===== src/rtl/updown_modcnt_hex.sv =====
// Up/down modulo-N counter with wrap/saturate, parallel load, terminal-count pulse
// and an active-low seven-segment hex readout of the count register.

module updown_modcnt_hex_seg (
  input  logic [3:0] nib,
  output logic [6:0] seg
);
  // Segment order {g,f,e,d,c,b,a}, active low.
  always_comb begin
    seg = 7'b1000000;
    case (nib)
      4'h0: seg = 7'b1000000;
      4'h1: seg = 7'b1111001;
      4'h2: seg = 7'b0100100;
      4'h3: seg = 7'b0110000;
      4'h4: seg = 7'b0011001;
      4'h5: seg = 7'b0010010;
      4'h6: seg = 7'b0000010;
      4'h7: seg = 7'b1111000;
      4'h8: seg = 7'b0000000;
      4'h9: seg = 7'b0010000;
      4'hA: seg = 7'b0001000;
      4'hB: seg = 7'b0000011;
      4'hC: seg = 7'b1000110;
      4'hD: seg = 7'b0100001;
      4'hE: seg = 7'b0000110;
      4'hF: seg = 7'b0001110;
      default: seg = 7'b1000000;
    endcase
  end
endmodule

module updown_modcnt_hex #(
  parameter  int MODULUS   = 6,
  parameter  int W         = 3,
  parameter  int EDGE_MODE = 0,
  localparam int N_DIGITS  = (W + 3) / 4
) (
  input  logic                  clk,
  input  logic                  rst,
  input  logic                  en,
  input  logic                  dir,
  input  logic                  load,
  input  logic [W-1:0]          load_val,
  input  logic                  sat,
  output logic [W-1:0]          count,
  output logic                  tc,
  output logic [7*N_DIGITS-1:0] HEX
);
  // Upper limit kept in W bits so MODULUS = 2**W never overflows.
  localparam logic [W-1:0] MAX = W'(MODULUS - 1);

  logic         step;
  logic [W-1:0] count_next;
  logic         tc_next;

  generate
    if (EDGE_MODE == 1) begin : g_edge
      // Reset to 1 so a key held through reset cannot fake a rising edge.
      logic s0, s1, s2;
      always_ff @(posedge clk or negedge rst) begin
        if (!rst) begin
          s0 <= 1'b1;
          s1 <= 1'b1;
          s2 <= 1'b1;
        end else begin
          s0 <= en;
          s1 <= s0;
          s2 <= s1;
        end
      end
      assign step = s1 & ~s2;
    end else begin : g_level
      assign step = en;
    end
  endgenerate

  always_comb begin
    count_next = count;
    tc_next    = 1'b0;
    casez ({load, step, dir})
      3'b1??: count_next = (load_val > MAX) ? MAX : load_val;
      3'b010: begin
        if (count < MAX) count_next = count + W'(1);
        else begin
          count_next = sat ? MAX : '0;
          tc_next    = 1'b1;
        end
      end
      3'b011: begin
        if (count != '0) count_next = count - W'(1);
        else begin
          count_next = sat ? '0 : MAX;
          tc_next    = 1'b1;
        end
      end
      3'b00?: count_next = count;
      default: count_next = '0;
    endcase
  end

  always_ff @(posedge clk or negedge rst) begin
    if (!rst) begin
      count <= '0;
      tc    <= 1'b0;
    end else begin
      count <= count_next;
      tc    <= tc_next;
    end
  end

  // Zero-extend the count to whole nibbles for the top digit.
  logic [4*N_DIGITS-1:0] count_pad;
  always_comb begin
    count_pad          = '0;
    count_pad[W-1:0]   = count;
  end

  generate
    for (genvar k = 0; k < N_DIGITS; k++) begin : g_dig
      updown_modcnt_hex_seg u_dig (
        .nib (count_pad[4*k +: 4]),
        .seg (HEX[7*k +: 7])
      );
    end
  endgenerate
endmodule


===== config.mk =====
export PLATFORM = sky130hd
export DESIGN_NAME = updown_modcnt_hex
export DESIGN_NICKNAME = d
export VERILOG_FILES = /design/src/rtl/updown_modcnt_hex.sv
export SDC_FILE = /design/constraint.sdc
export NUM_CORES = 1
export LEC_CHECK = 0
export BUFFER_PORTS_ARGS = -buffer_cell sky130_fd_sc_hd__buf_4
export CAP_MARGIN = 40
export CORE_AREA = 2 2 39 41
export DETAILED_ROUTE_END_ITERATION = 16
export DIE_AREA = 0 0 41 43
export PLACE_DENSITY = 0.6
export SLEW_MARGIN = 0
export SYNTH_ARGS = -nofsm -noshare
export SYNTH_HDL_FRONTEND = slang
export SYNTH_SLANG_ARGS = --single-unit

===== constraint.sdc =====
create_clock -name clk -period 2 [get_ports clk]
set_input_delay 0.3 -clock clk [delete_from_list [all_inputs] [get_ports clk]]
set_output_delay 0.3 -clock clk [all_outputs]
set_load 0.01 [all_outputs]

; Yosys cells after proc, flatten, opt, wreduce, memory -nomap -nowiden
; Memories as Yosys holds them, arrays and structs flattened.
; Index checks and enable logic that the tools add are counted.
[op_classes]
n_addsub = 2
n_reduce_logical = 2
n_eq_ne = 2
order_cmp = 2
n_mux = 9
[op_table]
columns = op, count
row1 = 3-bit two-way mux, 5
row2 = 3-bit one-hot mux with 3 select lines, 1
row3 = "3-bit by 2-bit equality test with 1-bit output, second input constant", 2
row4 = "3-bit by 1-bit adder with 3-bit output, second input constant", 1
row5 = "3-bit > comparator, second input constant", 1
row6 = "3-bit < comparator, second input constant", 1
row7 = 3-bit nonzero test, 1
row8 = "3-bit by 1-bit subtractor with 3-bit output, second input constant", 1
row9 = 2-bit logical NOT, 1
row10 = 1-bit two-way mux, 2
row11 = 1-bit one-hot mux with 2 select lines, 1
[totals]
out_inout_bits = 11
romBits = 112
n_memories = 1
in_bits = 9
regBits = 4
[mem_list]
columns = name, depth, width, read_ports, rd_clocked_by_memory_dff, write_ports, line_no
row1 = (name not given), 16, 7, 1, 0, 0, 11  ; case (nib)

; Depth between registers and ports, before layout
[logic_depth]
ltp_word = 3
ltp_mapped = 6

; Modules after synthesis
; Synthesis repeated with hierarchy kept, for this count alone.
[unflattened]
hier_cells = 76
hier_area_um2 = 639.4
[modules_own_cells]
columns = mod, instances, cells_per_inst, area_per_inst_um2
row1 = updown_modcnt_hex, 1, 44, 364.1
row2 = updown_modcnt_hex_seg, 1, 32, 275.3

; Worst setup path before layout
; No wires, ideal clock.
[synth_timing]
kind = register to output
start = reg count[0]
end = out HEX[3]
setup_slack_ns = 0.360
path_stages_with_launch = 5
arrival_time_ns = 1.340
cell_sequence = dfrtp_1 inv_1 ha_1 and2_1 nor2_1
[synth_via]
elab_chain_cells = 1
[synth_rtl]
columns = element, line_no
row1 = start: declaration, 46  ; output logic [W-1:0] count,
row2 = start signal: assignment, 107  ; count <= count_next;
row3 = memory 16 x 7 bit, -
row4 = end: declaration, 48  ; output logic [7*N_DIGITS-1:0] HEX
; No other way between the ends.

; Worst setup path in the final report
[layout_timing]
start = reg count[2]
end = out HEX[0]
; The elaborated chain is that of the path after synthesis.

==> results.md <==
* CTS tree: done
* Post-CTS Resized at 0
* Global route overflow at 0
* Crit path max fanout at 19
* FF-to-FF Start: count[0]
* Largest family of logic cells by synthesized area: compound AO/OA/AOI/OAI gates
* Port bufs at 19
* Worst Setup EP: HEX[0]
* Drc violations at 0
* Met1 WL at 498 um
* Worst Tran Pin Value at 0.567 ns
* TNS Setup at 0 ns
* Leak at 0.323 nW
* Critical-path cell list: mux2_2, buf_4
* Max Clk Rate at 0.568 GHz
* Vias/cell at roughly 5.2
* Initial antenna violation count at 0
* DRT Wirelength at 1160 um
* Combinational power share at approximately half
* Placer Congestion at 0.791
* Hold Path Class: input pin to flop
* Worst Setup Start Kind: flop
* Status: completed
* N_diodes at 0
* Routed via count at 507
* Num CTS Buffers at 3
* Final period utilization at 88.0%
* ANT nets after route at 0
* Seq/Total Area, Yosys at between 20% and 30%
* Critical path class: flop to output pin
* Fin Clk Skew at 0.00249 ns
* Root Driver: clkbuf_4
* Mean Syn Cell Area at 7.77 um2
* Clk sinks at 4
* Post-Synth Simple-Gate Area at 21.7%
* CP arrival at 1.46 ns
* H-tree levels at 1
* FF-to-FF End: count[0]
* Flop pwr share at 24.7%
* Highest metal used: met3
* Worst setup path start: count[2]
* Final Setup Violations at 0
* Layout cells sized above 1 at about 32%
* Post-Synth XOR/XNOR Area at 0%
* Fill count at roughly 140
* Post-Synthesis Cells at between 50 and 60
* Pwr Total at 0.430 mW
* Vias in the first global route at roughly 440
* First-pass GRT wire length at 1940 um
* Pre-antenna DRT Iters at 4
* Number of synthesized register bits at 4
* Fin crit period at 1.76 ns
* Yosys warnings at 0
* Worst R2R Path Depth at 6
* Slowest cell on crit path: dfrtp_1
* Peak supply drop at 0.293 mV
* Mux share of post-synthesis cell area at 11.7%
* Horiz. Die Dim at 41 um
* Number of flops mapped to enable cells by yosys at 0
* Library cells used by synthesis at 24
* Initial DRC count at 16
* Slew headroom at 62.2%
* Crit-path max cell delay at 0.69 ns
* Share of total power in the clock network at 23.5%
* PwrDens at 660 nW/um2
* Ys flop type: dfrtp_1
* Core ar. at 1380 um2
* Gr usage total at 15.6%
* Critical path endpoint category: output pin
* Metal2 WL at between 500 and 600 um
* Top Ports at 20
* Post-DP HPWL at 895 um
* Clk_lat worst skew at approximately 0.23 ns
* Async SR Flop Fraction at between 90% and 100%
* Critical Path RT at 1.70 ns
* Hold WS at ~0.26 ns
* Largest net degree at the start of global routing at 20
* Wire per inst at ~12 um
* Sw Ratio at 37.1%
* Final Util at 47.0%
* Final Max Tran Viols at 0
* Syn nets at 72
* Met3 wire len at 60 um
* Syn Std Cell Area at ~450 um2
* Clock-pin transition on the worst setup and hold timing paths at 0.04 ns
* Area Overhead vs Synth at 44.4%
* Sw power at about 0.16 mW
* Synth Area in Compound Gates at 25.0%
* Adder-Cell Fraction of Synth Area at between 10% and 20%
* Total Nets Final at 97
* Die H at 43 um
* Cell-internal power at 0.270 mW
* Area of the die at about 1800 um2
* Row cnt at 14
* Hold Fails Final Rpt at 0
* Flop2flop setup slack at 0.42 ns
* Clock Tree Buf Depth at 2
* RSZ-0062 raised after global routing: false
* Max Cap Viol at 0
* Starting Density at 32.5%
==> timing repair <==
action | 4_1_cts | 5_1_grt
hold buffers | 1 | 0
endpoints found under the hold margin | 4 | 0
setup buffers | 0 | 0
==> area by class of cell <==
type / count / area [um2] / share of cell area (%)
Timing Repair Buffer: 22 / 168 / 25.8
Inverter: 4 / 15.0 / 2.31
Sequential cell: 4 / 100 / 15.4
Tap cell: 16 / 20.0 / 3.08
Multi-Input combinational cell: 48 / 325 / 50.0
Clock buffer: 3 / 22.5 / 3.46
==> metrics by stage <==
stage	std cells	setup WS [ns]	instance area, um2
3_5_place_dp	93	0.439	618
2_1_floorplan	58	0.360	450
4_1_cts	97	0.247	651
5_1_grt	97	0.160	651
6_report	97	0.240	651
3_3_place_gp	93	0.458	618
==> power groups by stage <==
stage | Combinational (mW) | Sequential [mW] | Clock [mW]
after floorplan | 0.119 | 0.108 | 0
after global placement | 0.220 | 0.107 | 0
final | 0.222 | 0.106 | 0.101
after CTS | 0.222 | 0.106 | 0.102
after global routing | 0.246 | 0.109 | 0.109
after detailed placement | 0.220 | 0.107 | 0
==> cell usage after synthesis, types with 2 or more instances <==
cell type	instances	area (um2)
nand2_1	7	26.3
nor2_1	7	26.3
o21ai_0	6	30.0
ha_1	5	62.6
dfrtp_1	4	100
inv_1	4	15.0
mux2i_1	3	30.0
a211oi_1	2	15.0
a21oi_1	2	10.0
and2_1	2	12.5
buf_2	2	10.0
nor2b_1	2	12.5
==> worst min path at each step <==
stage                start  endpoint  cells after the start
6_report       load_val[2]  count[1]                      2
5_1_grt        load_val[2]  count[1]                      2
4_1_cts        load_val[2]  count[1]                      2
3_5_place_dp           rst        tc                      1
3_3_place_gp           rst        tc                      1
2_1_floorplan          rst  count[0]                      0
==> worst max-delay path, delay by kind of cell (launching register included) <==
family   cells  cell delay, ns
flops        1            0.69
mux          1            0.39
buf+inv      1            0.14
==> layout by cell type (no fill, tap or decap), types with 2 or more instances in the layout <==
cell type	Yosys	layout
buf_4	0	21
nand2_1	7	7
nor2_1	7	7
o21ai_0	6	6
ha_1	5	5
inv_1	4	4
dfrtp_1	4	4
mux2i_1	3	3
clkbuf_4	0	3
nor2b_1	2	2
and2_1	2	2
a211oi_1	2	2
a21oi_1	2	2
==> logic make-up (layout without fill, tap and decap cells) <==
kind of cell | count (synthesis) | count (layout)
AOI/OAI and AO/OA | 17 | 17
DFF | 4 | 4
buffers and inverters | 6 | 29
and+or+nand+nor | 21 | 21
adders and majority gates | 5 | 5
muxes | 5 | 5
==> routing by layer <==
metal  vias to the layer above  track usage [%]
met2                        17             23.4
met3                         0             2.09
met5                         -                0
met4                         0             5.33
met1                       237             21.9
li1                        253                -
==> sequential cells by signal, indices dropped and copies added, names as in the netlist <==
register and count:
tc 1, count 3
No activity file was read; power rests on OpenSTA's default activity.
